File: src/rtl/goomba_sprite_fetch.sv
// rtl/goomba_sprite_fetch.sv - Goomba sprite ROM address/pixel pipeline with walk animation and stomp life cycle
// Two-stage fetch: hit test -> ROM address, then ROM colour -> keyed pixel.
module goomba_sprite_fetch #(
    parameter int          SPR_W         = 20,
    parameter int          SPR_H         = 22,
    parameter int          ANIM_FRAMES   = 8,
    parameter int          SQUASH_FRAMES = 30,
    parameter logic [11:0] TRANSPARENT   = 12'h808
) (
    input  logic        Clk,
    input  logic        Reset,
    input  logic        frame_start,
    input  logic [9:0]  DrawX,
    input  logic [9:0]  DrawY,
    input  logic [9:0]  goomba_x,
    input  logic [9:0]  goomba_y,
    input  logic        dir_left,
    input  logic        stomp,
    input  logic        respawn,
    output logic [8:0]  read_address,
    output logic        walk_sel,
    input  logic [11:0] rom_color_1,
    input  logic [11:0] rom_color_2,
    output logic        pixel_on,
    output logic [11:0] pixel_color,
    output logic        gone
);
    localparam int AW = $clog2(ANIM_FRAMES);
    localparam int SW = $clog2(SQUASH_FRAMES);

    typedef enum logic [1:0] {WALK, SQUASH, GONE} state_t;

    state_t        state_q;
    logic [AW-1:0] anim_q;
    logic [SW-1:0] squash_q;
    logic          walk_sel_q;

    always_ff @(posedge Clk or posedge Reset) begin
        if (Reset) begin
            state_q    <= WALK;
            anim_q     <= '0;
            squash_q   <= '0;
            walk_sel_q <= 1'b0;
        end else if (respawn) begin
            state_q    <= WALK;
            anim_q     <= '0;
            walk_sel_q <= 1'b0;
        end else begin
            case (state_q)
                WALK: begin
                    if (stomp) begin
                        state_q    <= SQUASH;
                        squash_q   <= '0;
                        walk_sel_q <= 1'b0;
                    end else if (frame_start) begin
                        if (anim_q == AW'(ANIM_FRAMES - 1)) begin
                            anim_q     <= '0;
                            walk_sel_q <= ~walk_sel_q;
                        end else begin
                            anim_q <= anim_q + 1'b1;
                        end
                    end
                end
                SQUASH: begin
                    if (frame_start) begin
                        if (squash_q == SW'(SQUASH_FRAMES - 1))
                            state_q <= GONE;
                        else
                            squash_q <= squash_q + 1'b1;
                    end
                end
                default: ;
            endcase
        end
    end

    // Offsets wrap, so pixels left of / above the box become large and miss.
    logic [9:0] dx, dy;
    logic       hit_d;
    logic [8:0] row_d, col_d, addr_d;

    always_comb begin
        dx     = DrawX - goomba_x;
        dy     = DrawY - goomba_y;
        hit_d  = 1'b0;
        row_d  = '0;
        case (state_q)
            WALK: begin
                hit_d = (dx < 10'(SPR_W)) && (dy < 10'(SPR_H));
                row_d = 9'(dy);
            end
            SQUASH: begin
                // Lower half of the box shows every other ROM row: a flattened sprite.
                hit_d = (dx < 10'(SPR_W)) && (dy >= 10'(SPR_H / 2)) && (dy < 10'(SPR_H));
                row_d = 9'({dy - 10'(SPR_H / 2), 1'b0});
            end
            default: ;
        endcase
        col_d  = dir_left ? 9'(dx) : 9'(10'(SPR_W - 1) - dx);
        addr_d = hit_d ? (row_d * 9'(SPR_W) + col_d) : '0;
    end

    logic [8:0] read_address_q;
    logic       hit_d1_q;
    logic       walk_sel_d1_q;
    logic       pixel_on_q;
    logic [11:0] pixel_color_q;
    logic [11:0] color_d;

    assign color_d = walk_sel_d1_q ? rom_color_2 : rom_color_1;

    always_ff @(posedge Clk or posedge Reset) begin
        if (Reset) begin
            read_address_q <= '0;
            hit_d1_q       <= 1'b0;
            walk_sel_d1_q  <= 1'b0;
            pixel_on_q     <= 1'b0;
            pixel_color_q  <= '0;
        end else begin
            read_address_q <= addr_d;
            hit_d1_q       <= hit_d;
            walk_sel_d1_q  <= walk_sel_q;
            pixel_on_q     <= hit_d1_q && (color_d != TRANSPARENT);
            pixel_color_q  <= (hit_d1_q && (color_d != TRANSPARENT)) ? color_d : 12'h000;
        end
    end

    assign read_address = read_address_q;
    assign walk_sel     = walk_sel_q;
    assign pixel_on     = pixel_on_q;
    assign pixel_color  = pixel_color_q;
    assign gone         = (state_q == GONE);
endmodule

File: config.mk
export PLATFORM = sky130hd
export DESIGN_NAME = goomba_sprite_fetch
export DESIGN_NICKNAME = d
export VERILOG_FILES = /design/src/rtl/goomba_sprite_fetch.sv
export SDC_FILE = /design/constraint.sdc
export NUM_CORES = 1
export LEC_CHECK = 0
export CORE_MARGIN = 2
export CORE_UTILIZATION = 29
export DETAILED_ROUTE_END_ITERATION = 8
export GPL_ROUTABILITY_DRIVEN = 0
export GPL_TIMING_DRIVEN = 1
export MAX_ROUTING_LAYER = met4
export PLACE_DENSITY_LB_ADDON = 0.2
export REMOVE_ABC_BUFFERS = 1
export SKIP_CTS_REPAIR_TIMING = 1
export SLEW_MARGIN = 15
export SYNTH_ARGS = -nofsm -noshare
export SYNTH_HDL_FRONTEND = slang
export SYNTH_SLANG_ARGS = --single-unit
File: constraint.sdc
create_clock -name Clk -period 6.35 [get_ports Clk]
set_input_delay 1.27 -clock Clk [delete_from_list [all_inputs] [get_ports Clk]]
set_output_delay 1.27 -clock Clk [all_outputs]
set_load 0.005 [all_outputs]
## Word level (Yosys, flattened, before mapping)

Cells that the tools add are included.

| word-level totals | value |
|---|---|
| latch bits | 0 |
| memories | 0 |
| output and inout bits | 24 |
| word-level logic and storage cells | 74 |
| RAM bits | 0 |
| flip-flop bits (word level) | 35 |
| bits in read-only memories | 0 |

| cells by class | value |
|---|---|
| eq/ne operators | 12 |
| reductions and logical operators | 15 |
| $mul | 1 |
| shifts and indexed selects | 0 |
| add/subtract/negate cells | 7 |
| muxes and demuxes | 25 |
| div/mod/pow operators | 0 |
| magnitude comparators | 3 |
| bitwise operators | 2 |

Operators with widths:

| kind | count |
|---|---|
| two-way mux 12 bit | 2 |
| < comparator 10 x 5 -> 1 bit (second input constant) | 2 |
| subtractor 10 bit | 2 |
| two-way mux 9 bit | 2 |
| one-hot mux 9 bit (2 select lines) | 1 |
| two-way mux 3 bit | 5 |
| two-way mux 5 bit | 3 |
| inequality test 12 bit (second input constant) | 1 |
| >= comparator 10 x 4 -> 1 bit (second input constant) | 1 |
| one-hot mux 5 bit (2 select lines) | 1 |
| adder 9 bit | 1 |
| multiplier 9 x 3 -> 7 bit (second input constant) | 1 |
| inequality test 3 bit (second input constant) | 3 |
| nonzero test 3 bit | 3 |
| subtractor 5 x 9 -> 9 bit (first input constant) | 1 |
| two-way mux 2 bit | 4 |
| subtractor 8 x 4 -> 8 bit (second input constant) | 1 |
| inequality test 2 bit (second input constant) | 3 |
| AND reduction 3 bit | 2 |
| nonzero test 2 bit | 3 |
| adder 5 x 1 -> 5 bit (second input constant) | 1 |
| == test 5 bit (second input constant) | 1 |
| two-way mux 1 bit | 5 |
| AND reduction 5 bit | 1 |
| other kinds (11) | 15 |

## Logic depth before layout (Yosys ltp)

Gate-level depths: netlist (run 1).

| logic depth | value |
|---|---|
| word-level depth | 6 |
| gate-level depth with buffers | 21 |

## Least setup slack after synthesis (run 1)

OpenSTA, ideal clock, no wires.

| path | value |
|---|---|
| path type | input to register |
| from | input port DrawY[0] |
| to | register read_address_q[8] (netlist: read_address[8]) |
| path slack | 1.202 ns |
| setup time | 0.133 ns |
| arrival time | 5.015 ns |
| stages on the path | 20 |
| path buffers | 0 |
| path through | inv_1 ha_1 inv_1 fa_1 ha_1 or2_2 a311oi_1 ha_1 ha_1 inv_1 fa_1 inv_1 ha_1 o21ai_0 o21bai_1 a21oi_1 xnor2_1 xnor3_1 xnor2_1 nor2b_1 |

| between the ends | value |
|---|---|
| cells in the longest elaborated chain, start to end | 6 |
| elaborated cells on any way between the ends | 12 |

RTL lines:

| item | RTL line | text |
|---|---|---|
| from (decl) | 14 | `input logic [9:0] DrawY,` |
| subtractor 10 bit * | 84 | `dy = DrawY - goomba_y;` |
| subtractor 8 x 4 -> 8 bit or >= comparator 10 x 4 -> 1 bit (tied branches) | 95, 94 |  |
| one-hot mux 9 bit (2 select lines) or logical AND 1 bit (tied branches) | 87, 94 |  |
| multiplier 9 x 3 -> 7 bit or logical AND 1 bit (tied branches) | 100, 94 |  |
| adder 9 bit or one-hot mux 1 bit (2 select lines) (tied branches) | 100, 87 |  |
| two-way mux 9 bit * | 100 | `addr_d = hit_d ? (row_d * 9'(SPR_W) + col_d) : '0;` |
| via addr_d[8] | 80 | `logic [8:0] row_d, col_d, addr_d;` |
| to (signal assigned) | 120 | `read_address_q <= addr_d;` |
| to (decl) | 103 | `logic [8:0] read_address_q;` |

The timed path passes the listed nets; every way through them passes the cells marked *.
A chain may end at the register's enable or synchronous reset.

## Worst setup path in the final report (run 1)

Same ends and word-level chain as after synthesis.

==> results of run 1 <==
==> final timing paths <==
kind | start | endpoint | slack [ns] | cells past startpoint
setup / recovery | DrawY[0] | read_address[8] | 0.77 | 21
hold / removal | walk_sel | walk_sel_d1_q | 0.47 | 0
setup reg to reg | state_q[0] | read_address[8] | 2.57 | 16
hold reg to reg | walk_sel | walk_sel_d1_q | 0.47 | 0
max in group asynchronous | Reset | read_address[3] | 4.66 | 3
min in group asynchronous | Reset | pixel_color[4] | 1.38 | 3
==> power breakdown <==
group | leakage [nW] | switching [mW] | internal [mW]
logic | 1.41 | 0.218 | 0.233
registers | 0.485 | 0.00566 | 0.227
clock network | 0.0612 | 0.0778 | 0.127
==> cell families after synthesis <==
group	share of synthesized area
buffers and inverters	0.0602
XOR/XNOR	0.0765
AND/OR/NAND/NOR	0.197
multiplexers	0.0574
adder cells (fa/ha/maj)	0.172
flip-flops	0.277
AO/OA/AOI/OAI	0.159
==> worst reg2reg max path, cell delays in order, from the launching register on <==
cell      delay [ns]
dfrtp_1         0.74
mux2i_1         0.17
or2_2           0.34
inv_1           0.12
ha_1            0.25
ha_1            0.21
inv_1           0.07
fa_1            0.40
inv_1           0.07
ha_1            0.25
o21ai_0         0.11
o21bai_1        0.09
a21oi_1         0.18
xnor2_1         0.14
xnor3_1         0.24
xnor2_1         0.14
nor2b_1         0.14
==> area by class of cell <==
type | instances | area [um^2] | area share
Clock inverter | 2 | 35.0 | 0.00806
Timing Repair Buffer | 94 | 938 | 0.216
Multi-Input combinational cell | 270 | 2090 | 0.481
Clock buffer | 6 | 82.6 | 0.0190
Sequential cell | 35 | 876 | 0.201
Tap cell | 140 | 175 | 0.0403
Inverter | 40 | 150 | 0.0345
==> registers in the layout (all words and copies together) (netlist names) <==
name           count
hit_d1_q           1
state_q            2
walk_sel           1
pixel_color       12
squash_q           5
anim_q             3
read_address       9
pixel_on           1
walk_sel_d1_q      1
==> placed cells by master, fill, tap and decap left out, types with 7 or more instances in the layout <==
cell type / instances
clkdlybuf4s50_1: 93
inv_1: 40
nor2_1: 38
ha_1: 37
dfrtp_1: 35
a21oi_1: 18
mux2i_1: 17
nand2_1: 14
xnor2_1: 14
o21ai_0: 11
xor2_1: 11
nor3_1: 10
nor2b_1: 10
or2_2: 8
a21o_1: 7
==> routing by layer <==
layer  part of all wire  track usage
met5                  0            -
met4             0.0099       0.0302
met3              0.074       0.0241
met2               0.46        0.215
met1               0.45        0.144
==> through the flow <==
step / power [mW] / setup WS [ns] / area, um^2 / hold slack, ns / util
floorplan: 0.575 / 1.20 / 3120 / 0.435 / -
global placement: 0.682 / 0.551 / 4230 / 0.450 / 0.394
detailed placement: 0.689 / 0.478 / 4230 / 0.461 / 0.394
CTS: 0.899 / 0.780 / 4350 / 0.479 / 0.405
global route: 0.970 / 0.459 / 4350 / 0.493 / 0.405
finish: 0.887 / 0.772 / 4350 / 0.475 / 0.405
==> summary.md, run 1 <==
The flow ran to the end, and the final reports show no timing, DRC or antenna violations. The vias per cell was 4.65. The proportion of netlist area held by the largest area contributor is 0.277, and the clock sink count is 35.

The critical path contains buffers and inverters numbering 5 combined. The floorplan has 38 rows. Power spread over the standard cell area amounts to 204 nW/um^2.

For this run, the top clock speed supported by timing is 179 MHz. The tools report the fraction of the yosys area taken by sequential cells as 0.277. Counting instances in the post-synthesis netlist gives the leading cell types as inv_1 (40), nor2_1 (38), ha_1 (37), dfrtp_1 (35), a21oi_1 (18). By area the synthesized netlist is led by dfrtp_1 (28%), ha_1 (15%), mux2i_1 (5.4%), inv_1 (4.8%), nor2_1 (4.5%). The first global-routing pass estimated 11400 um of wire. The post-synthesis average cell area works out to 8.95 um^2.

The tree is rooted in a clkbuf_8. The netlist uses 59 different library cells. The worst setup path is captured at a register. Summed over all layers, the global routing overflow is 0. The tools report the critical path launch point type as an input pin.

The number of antenna cells inserted was 0. The number of antenna violations at the first check in global routing was 0. Setup violations remaining at the end of the flow were counted as 0. The routed design has 6840 um of wire.

The total number of vias is 2730. The tools report the final number of hold-violating endpoints as 0. The max-cap violation count was 0. The count of fill cells added during filler insertion was 1119. In the final timing run, aggregate negative setup slack is 0 ns. Data arrives at the worst endpoint at 5.74 ns. For the number of pins exceeding their max-slew limit in the final report, the log shows 0. The largest total area in the synthesized netlist belongs to dfrtp_1.

The via count of the first global-routing pass came out at 2664. The clock transition time at the flip-flop clock pins of the worst setup and hold paths was 0.07 ns. The highest-delay cell along the critical path is fa_1.

Setup repair after global routing left no endpoint under its margin. Type of the worst setup path: in -> reg. The count of placed standard cells including taps came out at 579.

The worst slew slack as a fraction of its limit was 0.546. The share of async-settable or async-resettable flops after synthesis was 1.00; the number of buffer cells added on primary ports was 93. By instance count, the leading cell after synthesis is inv_1. From left edge to right edge, the die measures 108 um. The predominant post-synthesis flop cell is dfrtp_1. The largest net degree at the start of global routing came out at 36. In the final routed layout, each cell accounts on average for 11.7 um. The largest clock skew in the final design was 0.00486 ns; the maximum level of the CTS H-tree was 2. The run gives 0.123 as the aggregate global-route resource usage. For this block, the initial DRC count from the detailed router was 78.

The fraction of final layout cells sized beyond drive strength 1 was 0.0738. The cell family contributing the most delay on the critical path is adder cells. Number of warnings printed during yosys synthesis: 0. The core region is 10700 um^2. TritonCTS built the clock tree. The tools report the net count of the finished layout as 557. The critical path goes through clkdlybuf4s50_1 -> inv_1 -> ha_1 -> inv_1 -> fa_1 -> ha_1 -> or2_2 -> a311oi_1 -> ha_1 -> ha_1 -> inv_1 -> fa_1 -> inv_1 -> ha_1 -> o21ai_0 -> o21bai_1 -> a21oi_1 -> xnor2_1 -> xnor3_1 -> xnor2_1 -> nor2b_1.

The area growth from synthesis to layout is 37.7%. The cell repeated most along the worst path was ha_1. The floorplan die area is 11700 um^2.

The HPWL after detailed placement is 5780 um. For this run, design rule violations remaining after detail routing come to 0. Synthesis handed over a netlist of 353 instances. The clock tree buffer depth was 2; the largest stage delay on the critical path was 0.46 ns.

The tools report the starting density of the core as 0.294. Transition time at the pin with the least slew margin: 0.664 ns. Counting the buffers created by CTS gives 5. The run gives 587 as the non-filler instance count after layout.

The count of nets left with antenna violations after detail routing was 0. The synthesized design contains 35 register bits. The detailed-routing iteration count for the pre-antenna-repair pass is 4. The endpoint required time on the critical path is 6.51 ns.

The vertical extent of the die was 108 um. In this run the cell area of the synthesized design comes to 3160 um^2. The worst-case IR drop observed on VDD is 0.0897 mV.

In this run, synthesis inferred 0 flip-flops with an integrated enable. Summed over all cells, the static leakage comes to 1.96 nW. The final worst-path cycle share was 0.878; the top-level port count was 94. The routed design could run at a clock period as short as 5.58 ns.

The highest fanout seen on the critical path was 4. The clock reaches the later pin of the worst-skew pair after 0.28 ns. The worst hold path belongs to the class reg -> reg.
Note: power is estimated with default switching activity, not from simulation.
==> inputs of run 2 (changes only) <==
--- a/config.mk
+++ b/config.mk
@@ -13,7 +13,6 @@
 export MAX_ROUTING_LAYER = met4
 export PLACE_DENSITY_LB_ADDON = 0.2
 export REMOVE_ABC_BUFFERS = 1
-export SKIP_CTS_REPAIR_TIMING = 1
 export SLEW_MARGIN = 15
 export SYNTH_ARGS = -nofsm -noshare
 export SYNTH_HDL_FRONTEND = slang
==> constraint.sdc (replaced) <==
create_clock -name Clk -period 6.35 [get_ports Clk]
set_input_delay 0.635 -clock Clk [delete_from_list [all_inputs] [get_ports Clk]]
set_output_delay 0.635 -clock Clk [all_outputs]
set_load 0.005 [all_outputs]
==> results of run 2 <==
Same layout as run 1 (identical final DEF). Status: completed.
Main changes from that run: setup slack after placement 0.478 ns -> 1.11 ns; setup slack after layout 0.772 ns -> 1.41 ns
==> inputs of run 3 (changes only) <==
==> constraint.sdc (replaced) <==
create_clock -name Clk -period 4.8 [get_ports Clk]
set_input_delay 0.48 -clock Clk [delete_from_list [all_inputs] [get_ports Clk]]
set_output_delay 0.48 -clock Clk [all_outputs]
set_load 0.005 [all_outputs]
==> summary.md, run 3 (synthesis results as in run 1) <==
The switching power as a share of total power came out at 0.341. Number of pins exceeding their max-slew limit in the final report: 0. The logs give 77 for the number of DRC markers after the initial detailed-route iteration and 11700 um^2 for the floorplan die area. Setup violations remaining at the end of the flow were counted as 0. The most common cell after layout, fill and taps aside is clkdlybuf4s50_1.

The sort of element at the end of the critical path was a register. The number of flip-flops under the largest register name works out to 12. In this run the clock root is driven by a clkbuf_8. The detailed-routing iteration count for the pre-antenna-repair pass came out at 4. The total power consumption of the routed design came out at 1.18 mW.

In the final routed layout, each cell accounts on average for 11.7 um. The combinational share of power was 0.544. The fraction of final layout cells sized beyond drive strength 1 is 0.105, and the clock tree buffer depth is 2. The wire-length estimate of the detail-placed layout is 5840 um. Largest net degree at the start of global routing: 36. The tools report the total internal power as 0.775 mW. The number of antenna cells inserted came out at 0. The switching power total is 0.401 mW.

For the largest clock skew in the final design, the log shows 0.00361 ns. For the clock power share, the log shows 0.194. The via count of the first global-routing pass was 2721. The aggregate global-route resource usage was 0.128.

Standard-cell row count: 38. The run gives 0.105 mV as the worst voltage drop across the vdd grid. In this run the static leakage power is 1.99 nW.

Timing would allow up to 221 MHz. Counting tap cells, the placed design contains a total of 588 instances. STA classifies the critical path startpoint as an input pin. The detail route stage leaves a number of antenna-violating nets equal to 0.

The clock transition time at the flip-flop clock pins of the worst setup and hold paths was 0.07 ns. After the flow finishes, the layout carries non-filler instances totaling 596. The run gives 1105 as the count of fill cells added during filler insertion. Leaving out fill and tap cells, the most frequent cells in the layout are clkdlybuf4s50_1 (93), inv_1 (39), nor2_1 (38). TritonCTS built the clock tree. The sequential cell fraction of total power was 0.262. The worst setup path is of the in -> reg kind. The endpoint required time on the critical path is 4.96 ns.

After detailed routing, the total wire length is 6990 um. Data on the critical path arrives at its endpoint at 4.69 ns. For this design the ratio of total power to cell area is 266 nW/um^2.

The clock net in this run drives a total of 35 sinks. The tools report the number of antenna violations at the first check in global routing as 0. Relative to the synthesized area, the layout overhead comes to 39.9%.

Buffers placed on the I/O ports in this run total 93. The clock latency on the worst-skew pair came out at 0.28 ns. Prior to clock tree synthesis, the placed netlist has a worst setup slack of -0.236 ns. For this run, design rule violations remaining after detail routing come to 0. The die is 108 um wide. Once placement finished, the instance area stood at 4300 um^2. The final worst-path cycle share is 0.945.

The path class of the lowest-slack min-delay path was reg -> reg. In this run, post-CTS repair resized a total of 0 instances. The register area came out at 876 um^2. Remaining global-route overflow: 0. The post-route minimum period is 4.53 ns. The worst register-to-register path has a setup slack of 1.10 ns. At the end of the flow, the number of nets in the layout was 566. The run gives 2 as the maximum level of the CTS H-tree.

After routing the design area is 4420 um^2. Vias per cell: 4.66. The multi-input combinational cells in the finished layout cover a total of 2110 um^2.

For this block, the via count after detailed routing is 2775. The tools report the global routing usage on met2 as 0.224. The minimum setup slack in the final design was 0.266 ns; the global routing met1 resource utilization was 0.155. The tools report the worst slew slack as a fraction of its limit as 0.526. The logs give 0.294 for the starting density of the core and 0 for the number of setup buffers added after CTS. The top-level port count came out at 94.

The final number of hold-violating endpoints was 0; the global-route track usage on met3 was 0.0229. The core area was 10700 um^2. Max-cap violations in this run came to 0. TritonCTS created 5 clock buffers. The utilization after layout is 0.411.

For this design, the CTS-stage hold fixing added 0 buffers. Global-route layer with the greatest usage: met2. The tools report the first-pass GRT wire length as 12100 um. The highest fanout seen on the critical path is 4. For the pin with the worst max-slew slack, the measured transition is 0.706 ns. Vertical extent of the die: 108 um. The run finished with clean final reports.
==> run 3: critical path, cell delays in order <==
cell and delay [ns]:
clkdlybuf4s50_1 0.45, inv_1 0.04, ha_2 0.18, inv_2 0.06
fa_2 0.46, ha_2 0.19, or2_2 0.31, a311oi_2 0.31
ha_1 0.29, ha_2 0.19, inv_1 0.06, fa_1 0.39
inv_1 0.07, ha_1 0.25, o21ai_2 0.07, o21bai_1 0.08
a21oi_1 0.16, xnor2_1 0.14, xnor3_1 0.24, xnor2_1 0.12
nor2b_1 0.13
==> run 3: final timing paths <==
check,start,endpoint,cells after the start
worst max-delay path,DrawY[0],read_address[8],21
worst min-delay path,walk_sel,walk_sel_d1_q,0
worst max register to register,state_q[0],read_address[8],16
worst min register to register,walk_sel,walk_sel_d1_q,0
max in group asynchronous,Reset,read_address[3],3
min in group asynchronous,Reset,pixel_color[0],3
==> run 3: area by class of cell <==
type | instances | area share
well taps | 140 | 0.0396
inverters | 40 | 0.0340
flip-flops and latches | 35 | 0.198
clock buffers | 8 | 0.0227
repair buffers | 103 | 0.228
multi-input cells | 270 | 0.478
==> run 3: per-layer routing <==
metal  vias up  part of all wire
li1       1430                 -
met1      1269              0.46
met2        70              0.46
met3         6             0.073
met4         0            0.0094
met5         -                 0
==> run 3: metrics by stage <==
stage / hold WS [ns] / TNS [ns]
detailed placement: 0.457 / -0.236
global placement: 0.452 / -0.179
finish: 0.461 / 0
floorplan: 0.435 / 0
CTS: 0.472 / 0
global route: 0.500 / -0.0106
==> run 3: power groups by stage <==
stage | Sequential, mW | Combinational [mW] | Clock (mW)
2_1_floorplan | 0.311 | 0.449 | 0
3_3_place_gp | 0.313 | 0.626 | 0
3_5_place_dp | 0.313 | 0.633 | 0
4_1_cts | 0.307 | 0.637 | 0.238
5_1_grt | 0.309 | 0.732 | 0.252
6_report | 0.308 | 0.639 | 0.229
